### config.mk
export PLATFORM = sky130hd
export DESIGN_NAME = fetch_unit
export DESIGN_NICKNAME = d
export VERILOG_FILES = /design/src/rtl/fetch_unit_pkg.sv /design/src/rtl/fetch_fifo.sv /design/src/rtl/fetch_unit.sv
export SDC_FILE = /design/constraint.sdc
export NUM_CORES = 1
export LEC_CHECK = 0
export ABC_AREA = 1
export BUFFER_PORTS_ARGS = -buffer_cell sky130_fd_sc_hd__buf_2
export CORE_MARGIN = 5
export CORE_UTILIZATION = 51
export CTS_CLUSTER_SIZE = 20
export DETAILED_ROUTE_END_ITERATION = 8
export PLACE_DENSITY_LB_ADDON = 0.12
export RECOVER_POWER = 50
export SYNTH_ARGS = -nofsm -noshare
export SYNTH_HDL_FRONTEND = slang
export SYNTH_SLANG_ARGS = --single-unit
### constraint.sdc
create_clock -name clk -period 2 [get_ports clk]
set_clock_uncertainty 0.05 [all_clocks]
set_input_delay 0.4 -clock clk [delete_from_list [all_inputs] [get_ports clk]]
set_output_delay 0.4 -clock clk [all_outputs]
set_load 0.05 [all_outputs]
### src/rtl/fetch_unit_pkg.sv
// Shared CPU front-end definitions: instruction/PC widths, bubble encoding,
// fetch FSM states and the buffered fetch entry.
package fetch_unit_pkg;
  localparam int INSN_W = 16;
  localparam int PC_W   = 16;
  localparam logic [INSN_W-1:0] NOP_INSN = 16'h3000;

  typedef enum logic {IDLE = 1'b0, WAIT = 1'b1} fetch_state_e;

  typedef struct packed {
    logic [PC_W-1:0]   pc;
    logic [INSN_W-1:0] insn;
  } fetch_entry_t;
endpackage

### src/rtl/fetch_fifo.sv
// Two-entry instruction buffer; slot 0 is always the head.
module fetch_fifo
  import fetch_unit_pkg::*;
(
  input  logic              clk,
  input  logic              rst_n,
  input  logic              push_i,
  input  logic              pop_i,
  input  logic              flush_i,
  input  logic [PC_W-1:0]   din_pc_i,
  input  logic [INSN_W-1:0] din_insn_i,
  output logic [PC_W-1:0]   head_pc_o,
  output logic [INSN_W-1:0] head_insn_o,
  output logic              empty_o,
  output logic              full_o
);
  fetch_entry_t slot_q [2];
  logic [1:0]   cnt_q;
  logic [1:0]   cnt_after_pop;
  logic         do_pop, do_push;

  assign empty_o       = (cnt_q == 2'd0);
  assign full_o        = (cnt_q == 2'd2);
  assign do_pop        = pop_i && !empty_o;
  // A full buffer still takes a push when the head leaves in the same cycle.
  assign do_push       = push_i && (!full_o || do_pop);
  assign cnt_after_pop = cnt_q - {1'b0, do_pop};
  assign head_pc_o     = slot_q[0].pc;
  assign head_insn_o   = slot_q[0].insn;

  always_ff @(posedge clk or negedge rst_n) begin
    if (!rst_n) begin
      cnt_q     <= 2'd0;
      slot_q[0] <= '0;
      slot_q[1] <= '0;
    end else if (flush_i) begin
      cnt_q <= 2'd0;
    end else begin
      if (do_pop) slot_q[0] <= slot_q[1];
      if (do_push) begin
        if (cnt_after_pop == 2'd0) slot_q[0] <= '{pc: din_pc_i, insn: din_insn_i};
        else                       slot_q[1] <= '{pc: din_pc_i, insn: din_insn_i};
      end
      cnt_q <= cnt_after_pop + {1'b0, do_push};
    end
  end
endmodule

### src/rtl/fetch_unit.sv
// Instruction fetch: single-outstanding imem requests, 2-deep buffer to decode,
// redirect flush with discard of the in-flight response.
module fetch_unit #(
  parameter logic [15:0] RESET_PC = 16'h0000,
  parameter logic [15:0] NOP_INSN = fetch_unit_pkg::NOP_INSN
) (
  input  logic        clk,
  input  logic        rst_n,
  output logic        imem_req,
  output logic [15:0] imem_addr,
  input  logic        imem_ready,
  input  logic        imem_rvalid,
  input  logic [15:0] imem_rdata,
  input  logic        stall,
  input  logic        redirect_valid,
  input  logic [15:0] redirect_pc,
  output logic [15:0] w_insn,
  output logic        insn_valid,
  output logic [15:0] insn_pc
);
  import fetch_unit_pkg::*;

  fetch_state_e      state_q;
  logic [PC_W-1:0]   pc_q;
  logic [PC_W-1:0]   rsp_pc_q;
  logic              drop_q;
  logic              fifo_empty, fifo_full;
  logic              accept, push, pop;
  logic [PC_W-1:0]   head_pc;
  logic [INSN_W-1:0] head_insn;

  // Only request with a free slot, so every response has somewhere to land.
  assign imem_req  = rst_n && (state_q == IDLE) && !fifo_full && !redirect_valid;
  assign imem_addr = pc_q;
  assign accept    = imem_req && imem_ready;
  assign push      = (state_q == WAIT) && imem_rvalid && !drop_q && !redirect_valid;
  assign pop       = !fifo_empty && !stall;

  assign insn_valid = !fifo_empty;
  assign w_insn     = fifo_empty ? NOP_INSN : head_insn;
  assign insn_pc    = fifo_empty ? '0 : head_pc;

  always_ff @(posedge clk or negedge rst_n) begin
    if (!rst_n) begin
      state_q  <= IDLE;
      pc_q     <= RESET_PC;
      rsp_pc_q <= '0;
      drop_q   <= 1'b0;
    end else if (redirect_valid) begin
      pc_q <= redirect_pc;
      // Response still in flight: stay in WAIT and swallow it when it lands.
      if (state_q == WAIT && !imem_rvalid) begin
        drop_q <= 1'b1;
      end else begin
        state_q <= IDLE;
        drop_q  <= 1'b0;
      end
    end else begin
      unique case (state_q)
        IDLE: if (accept) begin
          pc_q     <= pc_q + PC_W'(1);
          rsp_pc_q <= pc_q;
          state_q  <= WAIT;
        end
        WAIT: if (imem_rvalid) begin
          state_q <= IDLE;
          drop_q  <= 1'b0;
        end
      endcase
    end
  end

  fetch_fifo u_fifo (
    .clk         (clk),
    .rst_n       (rst_n),
    .push_i      (push),
    .pop_i       (pop),
    .flush_i     (redirect_valid),
    .din_pc_i    (rsp_pc_q),
    .din_insn_i  (imem_rdata),
    .head_pc_o   (head_pc),
    .head_insn_o (head_insn),
    .empty_o     (fifo_empty),
    .full_o      (fifo_full)
  );
endmodule

==> run metrics, run 1 <==
fin crit share 102.4%; Clk Latency, worst-skew pair 0.36 ns; H-tree depth 3; DRT Wirelength approximately 14 mm; failing checks setup timing; initial antenna violation count 1; relative slew slack 9.891%; Max Slew Vio Count 0; TritonCTS Sinks 100; largest net degree at the start of global routing 99; CP max stage delay around 0.38 ns; Die Width 112.0 µm; Fillers between 900 and 1000; final setup fails 16; TNS Setup -0.3243 ns; Die ar. 12540 µm²; hold slack 0.2004 ns; Main synth FF type dfrtp_1; synthesized net count slightly below 800; final worst slack -0.04812 ns; die extent in y 112.0 µm; Pwr Density 1317 nW/µm²; row cnt 37; vias in the first global route about 4700; top cell type's share of synthesized area between 40% and 50%; LEAKAGE around 3.4 nW; initial core utilization 51.84%; Tightest Pin Transition 1.352 ns; cell taking the most area after synthesis dfrtp_1; Setup crit end kind output port; Slowest-stage cell, CP dfrtp_1; register bit count reported by yosys 100; mapped cell area 5304 µm²; Area Overhead vs Synth 25.48%; drt initial violations 319; Wirelength per Cell 14.51 µm; Synth Instances 728; Max clock buf depth 2; FMAX 488.3 MHz; drt via density 5.231; crit path max fanout 9; status complete, but fails checks; CTS Buf Count 9; Port-buffer cells 87; worst path required time 1.55 ns; DP HPWL 8.655 mm; Yosys warnings 0; First-pass DRT Iterations 5; CTS root buf clkbuf_8; Top Ports 88; Final min period 2.048 ns; Synth cell types 27; CTS tree yes; DRC errors left 0; Post-synth ARST share 100.0%; sequential area share after synthesis 47.18%; Core Area roughly 10000 µm²; grt ovf 0; critical path class flop to output port; Multi-input gate area 2424 µm²; Arrival @ worst endpoint roughly 1.6 ns; cell breakdown of the critical path inv_2 -> nand2_8 -> clkinvlp_4 -> buf_12 -> clkbuf_16 -> nor2_2 -> buf_6; nets 860; # diodes 0; Mapped Avg Cell Area 7.285 µm²; via count 5022; worst min-delay path category input pin to flop; clock transition at the registers of the reported paths about 0.090 ns; VDD IR max 0.0008699 V; crit path launch type flop; first-pass GRT wire length 22.69 mm; count leader, synth nand2_1; layout cells sized above 1 21.12%; Seq. cell area 2502 µm²; RSZ-0062 raised after global routing yes; ANT nets after route 0; Post-synth EDFFs 0; largest cells by area after synthesis dfrtp_1, nand2_1, nand3_1; RePlAce Congestion 0.8186; gr usage total 21.74%; count of final hold-check violations 0; synth cell count leaders nand2_1, nand3_1, dfrtp_1; MaxCap Viol Count 0
area by class of cell:
class	instances	area share, %
Clock inverter	5	1.128
Multi-Input combinational cell	494	36.42
Clock buffer	11	2.124
Inverter	98	5.584
Sequential cell	100	37.60
Tap cell	136	2.557
Timing Repair Buffer	116	14.59
timing repair:
action | in CTS | in global routing
hold endpoints to repair | 2 | 0
buffers inserted | 2 | 5
pin swaps | 0 | 1
hold buffers | 1 | 0
resized for setup | 41 | 85
cloned | 0 | 3
endpoints found under the setup margin | 29 | 50
kinds of logic (layout without fill, tap and decap cells):
group | Yosys count | after routing | synth area share [%]
compound gates | 72 | 72 | 7.219
xor+xnor | 2 | 2 | 0.3303
fa+ha+maj | 3 | 3 | 0.7078
buf+inv | 134 | 230 | 10.95
flops | 100 | 100 | 47.18
simple gates | 417 | 417 | 33.62
worst max-delay path: cells and delay by family (launching register included):
kind                   cells  cell delay (ns)
buffers and inverters      5             0.67
and+or+nand+nor            2             0.20
DFF                        1             0.38
path summary, 6_finish.rpt:
| kind | start | endpoint | slack (ns) | cells past startpoint |
|---|---|---|---|---|
| worst max-delay path | u_fifo.cnt_q[1] | w_insn[9] | -0.05 | 7 |
| worst min-delay path | redirect_pc[0] | imem_addr[0] | 0.20 | 3 |
| worst max register to register | u_fifo.cnt_q[1] | u_fifo.head_pc_o[15] | 0.12 | 12 |
| worst min register to register | u_fifo.head_insn_o[10] | u_fifo.head_insn_o[10] | 0.44 | 2 |
| max in group asynchronous | rst_n | imem_addr[13] | 0.38 | 2 |
| min in group asynchronous | rst_n | imem_addr[0] | 0.61 | 2 |
layer usage:
| metal | part of all wire, % | GRT usage [%] | vias to the layer above |
|---|---|---|---|
| li1 | - | - | 2460 |
| met1 | 45 | 31.41 | 2371 |
| met2 | 47 | 34.09 | 179 |
| met3 | 6.5 | 3.587 | 12 |
| met4 | 0.92 | 6.090 | 0 |
| met5 | 0 | 0 | - |
metrics by stage:
step	setup WS [ns]	instance area, µm²	power (mW)	cells	utilization (%)
CTS	-0.009926	6284	8.029	952	61.42
finish	-0.04812	6655	8.764	960	65.05
floorplan	0.003611	5330	5.528	728	-
global route	-0.1166	6655	9.335	960	65.05
detailed placement	0.04792	5931	6.441	933	57.97
global placement	0.1229	5931	6.356	933	57.97
registers in the layout, indices dropped and copies added (netlist names):
name,flops
u_fifo.head_pc_o,16
u_fifo.slot_q,32
rsp_pc_q,16
drop_q,1
u_fifo.head_insn_o,16
state_q,1
imem_addr,16
u_fifo.cnt_q,2
power breakdown:
group | internal (mW) | switching (mW) | leakage, nW
registers | 2.67 | 0.449 | 1.30
clock network | 0.734 | 0.699 | 0.113
logic | 1.45 | 2.75 | 1.98
placed cells by master (no fill, tap or decap), types with 4 or more instances in the layout:
cell | netlist | final
nand2_1 | 234 | 232
nand3_1 | 112 | 112
dfrtp_1 | 100 | 100
inv_1 | 94 | 92
buf_2 | 11 | 49
o21ai_1 | 34 | 34
buf_6 | 6 | 29
o21ai_0 | 25 | 25
nor2_1 | 52 | 24
nor2_4 | 1 | 24
buf_4 | 5 | 16
clkbuf_8 | 0 | 10
nor2_2 | 3 | 8
clkbuf_1 | 9 | 8
a21oi_1 | 6 | 6
buf_12 | 0 | 6
inv_2 | 4 | 5
nand4_1 | 4 | 5
nand2_2 | 4 | 4
or2_2 | 4 | 4
buf_8 | 0 | 4
No activity file was read; power rests on OpenSTA's default activity.
==> inputs of run 2 (changes only) <==
PLACE_DENSITY = 0.85   (was unset)
PLACE_DENSITY_LB_ADDON = unset   (was 0.12)
==> run metrics, run 2 (synthesis results as in run 1) <==
Max clock buf depth 2 (unchanged); Post-Place Cell Area 5926 µm² (about the same); Die ar. 12540 µm² (unchanged); GR Layer Usage met3 4.130% (+0.54 points); DP HPWL 8.642 mm (-0.15%); initial antenna violation count 0 (-1); CTS tree yes; crit path max fanout 32 (+23); Layout Cells excl Fill 956 (-0.42%); Placed Cells incl. Taps 934 (+0.11%); Tightest Pin Transition 1.278 ns (-0.07357 ns); most common cell after layout, fill and taps aside nand2_1; DRT Wirelength 12.68 mm (-9.0%); met1 GRT Util 28.76% (-2.6 points); crit path launch type flop; TritonCTS Sinks 100 (unchanged); final worst slack -0.003966 ns (+0.04415 ns); First-pass DRT Iterations 5 (unchanged); via count 4923 (-2.0%); drt via density 5.150 (-1.6%); status complete, but fails checks; TNS Setup -0.003966 ns (+0.3204 ns); initial core utilization 51.84% (unchanged); Clk Latency, worst-skew pair 0.36 ns (about the same); first-pass GRT wire length 21.71 mm (-4.3%); Top Ports 88 (unchanged); Final min period 2.004 ns (-0.04415 ns); layout cells sized above 1 18.05% (-3.1 points); setup slack at placement 0.05965 ns (+0.01173 ns); row cnt 37 (unchanged); clock transition at the registers of the reported paths 0.10 ns (about the same); DRC errors left 0 (unchanged); # diodes 0 (unchanged); Wirelength per Cell 13.26 µm (-8.6%); drt initial violations 314 (-1.6%); worst path required time 1.55 ns (about the same); Die Width 112.0 µm (unchanged); max FFs per register 32 (unchanged); count of final hold-check violations 0 (unchanged); met2 usage 32.77% (-1.3 points); gr usage total 20.67% (-1.1 points); RePlAce Congestion 0.8359 (+2.1%); LEAKAGE 3.327 nW (-1.9%); critical path class flop to output port; CTS root buf clkbuf_8; VDD IR max 0.0007026 V (-19%); H-tree depth 3 (unchanged); Pwr Density 1256 nW/µm² (-4.6%); Tot Pwr 7.808 mW (-11%); FMAX 499.0 MHz (+2.2%); failing checks setup timing; worst min-delay path category input pin to flop; Port-buffer cells 87 (unchanged); MaxCap Viol Count 0 (unchanged); GRT Max-Usage Layer met2; CTS Buf Count 9 (unchanged); Area Overhead vs Synth 17.17%; Setup crit end kind output port; grt ovf 0 (unchanged); Max Slew Vio Count 0 (unchanged); highest-count cells in the layout ignoring fill and taps nand2_1, nand3_1, dfrtp_1; vias in the first global route 4750 (+0.70%); Core Area 10230 µm² (unchanged); most flop-heavy register u_fifo.slot_q; die extent in y 112.0 µm (unchanged); fin area 6215 µm² (-6.6%); Arrival @ worst endpoint 1.55 ns (-0.05 ns); nets 857 (-0.35%); ANT nets after route 0 (unchanged); fin crit share 100.2% (-2.2 points); relative slew slack 14.80% (+4.9 points); RSZ-0062 raised after global routing yes; largest net degree at the start of global routing 99 (unchanged); final setup fails 1 (-15)
## run 2: cell count changes in the layout (fill, tap and decap cells not counted), sizes merged
| cell | previous run | this run |
|---|---|---|
| buf | 104 | 97 |
| bufinv | 2 | 1 |
| clkbuf | 22 | 24 |
| inv | 97 | 99 |
## run 2: what timing repair did
item / 4_1_cts / 5_1_grt
endpoints found under the setup margin: 4 / 53
buffers inserted: 1 / 5
pin swaps: 0 / 1
hold buffers: 1 / 0
hold endpoints to repair: 2 / 0
resized for setup: 5 / 28
## run 2: critical path, stage by stage (launching register included)
cell     delay, ns
dfrtp_1       0.38
inv_2         0.08
nand2_8       0.08
inv_2         0.04
buf_12        0.15
or2_2         0.29
buf_6         0.16
## run 2: layout make-up
cell class                      count  area [µm²]
Clock buffer                        9       123.9
Clock inverter                      6       65.06
Fill cell                         911        4016
Inverter                           98       367.9
Multi-Input combinational cell    494        2240
Sequential cell                   100        2502
Tap cell                          136       170.2
Timing Repair Buffer              113       745.7
## run 2: final timing paths
kind | depth (start not counted) | to | slack, ns | from
min in group asynchronous | 2 | imem_addr[0] | 0.62 | rst_n
max in group asynchronous | 2 | state_q | 0.44 | rst_n
worst min register to register | 2 | u_fifo.head_insn_o[13] | 0.44 | u_fifo.head_insn_o[13]
worst max register to register | 13 | u_fifo.head_insn_o[12] | 0.06 | u_fifo.cnt_q[1]
worst max-delay path | 6 | w_insn[12] | -0.004 | u_fifo.cnt_q[1]
worst min-delay path | 3 | imem_addr[13] | 0.20 | redirect_pc[13]
## run 2: metrics by stage
| step | hold slack [ns] | utilization [%] |
|---|---|---|
| 3_5_place_dp | 0.1826 | 57.92 |
| 6_report | 0.1953 | 60.74 |
| 5_1_grt | 0.1871 | 60.74 |
| 2_1_floorplan | 0.05441 | - |
| 3_3_place_gp | 0.1825 | 57.92 |
| 4_1_cts | 0.1280 | 60.08 |
## run 2: routing by layer
layer	share of wire [%]	wire, µm	vias to the layer above
met3	7.4	935	19
met2	47	5931	196
met4	1.2	153	0
met5	0	0	-
li1	-	-	2454
met1	45	5657	2254
## run 2: report_power, final
| part | total, mW | switching (mW) | leakage [nW] | internal, mW |
|---|---|---|---|---|
| Sequential | 3.14 | 0.463 | 1.30 | 2.67 |
| Combinational | 3.39 | 2.29 | 1.93 | 1.11 |
| Clock | 1.28 | 0.702 | 0.0955 | 0.574 |
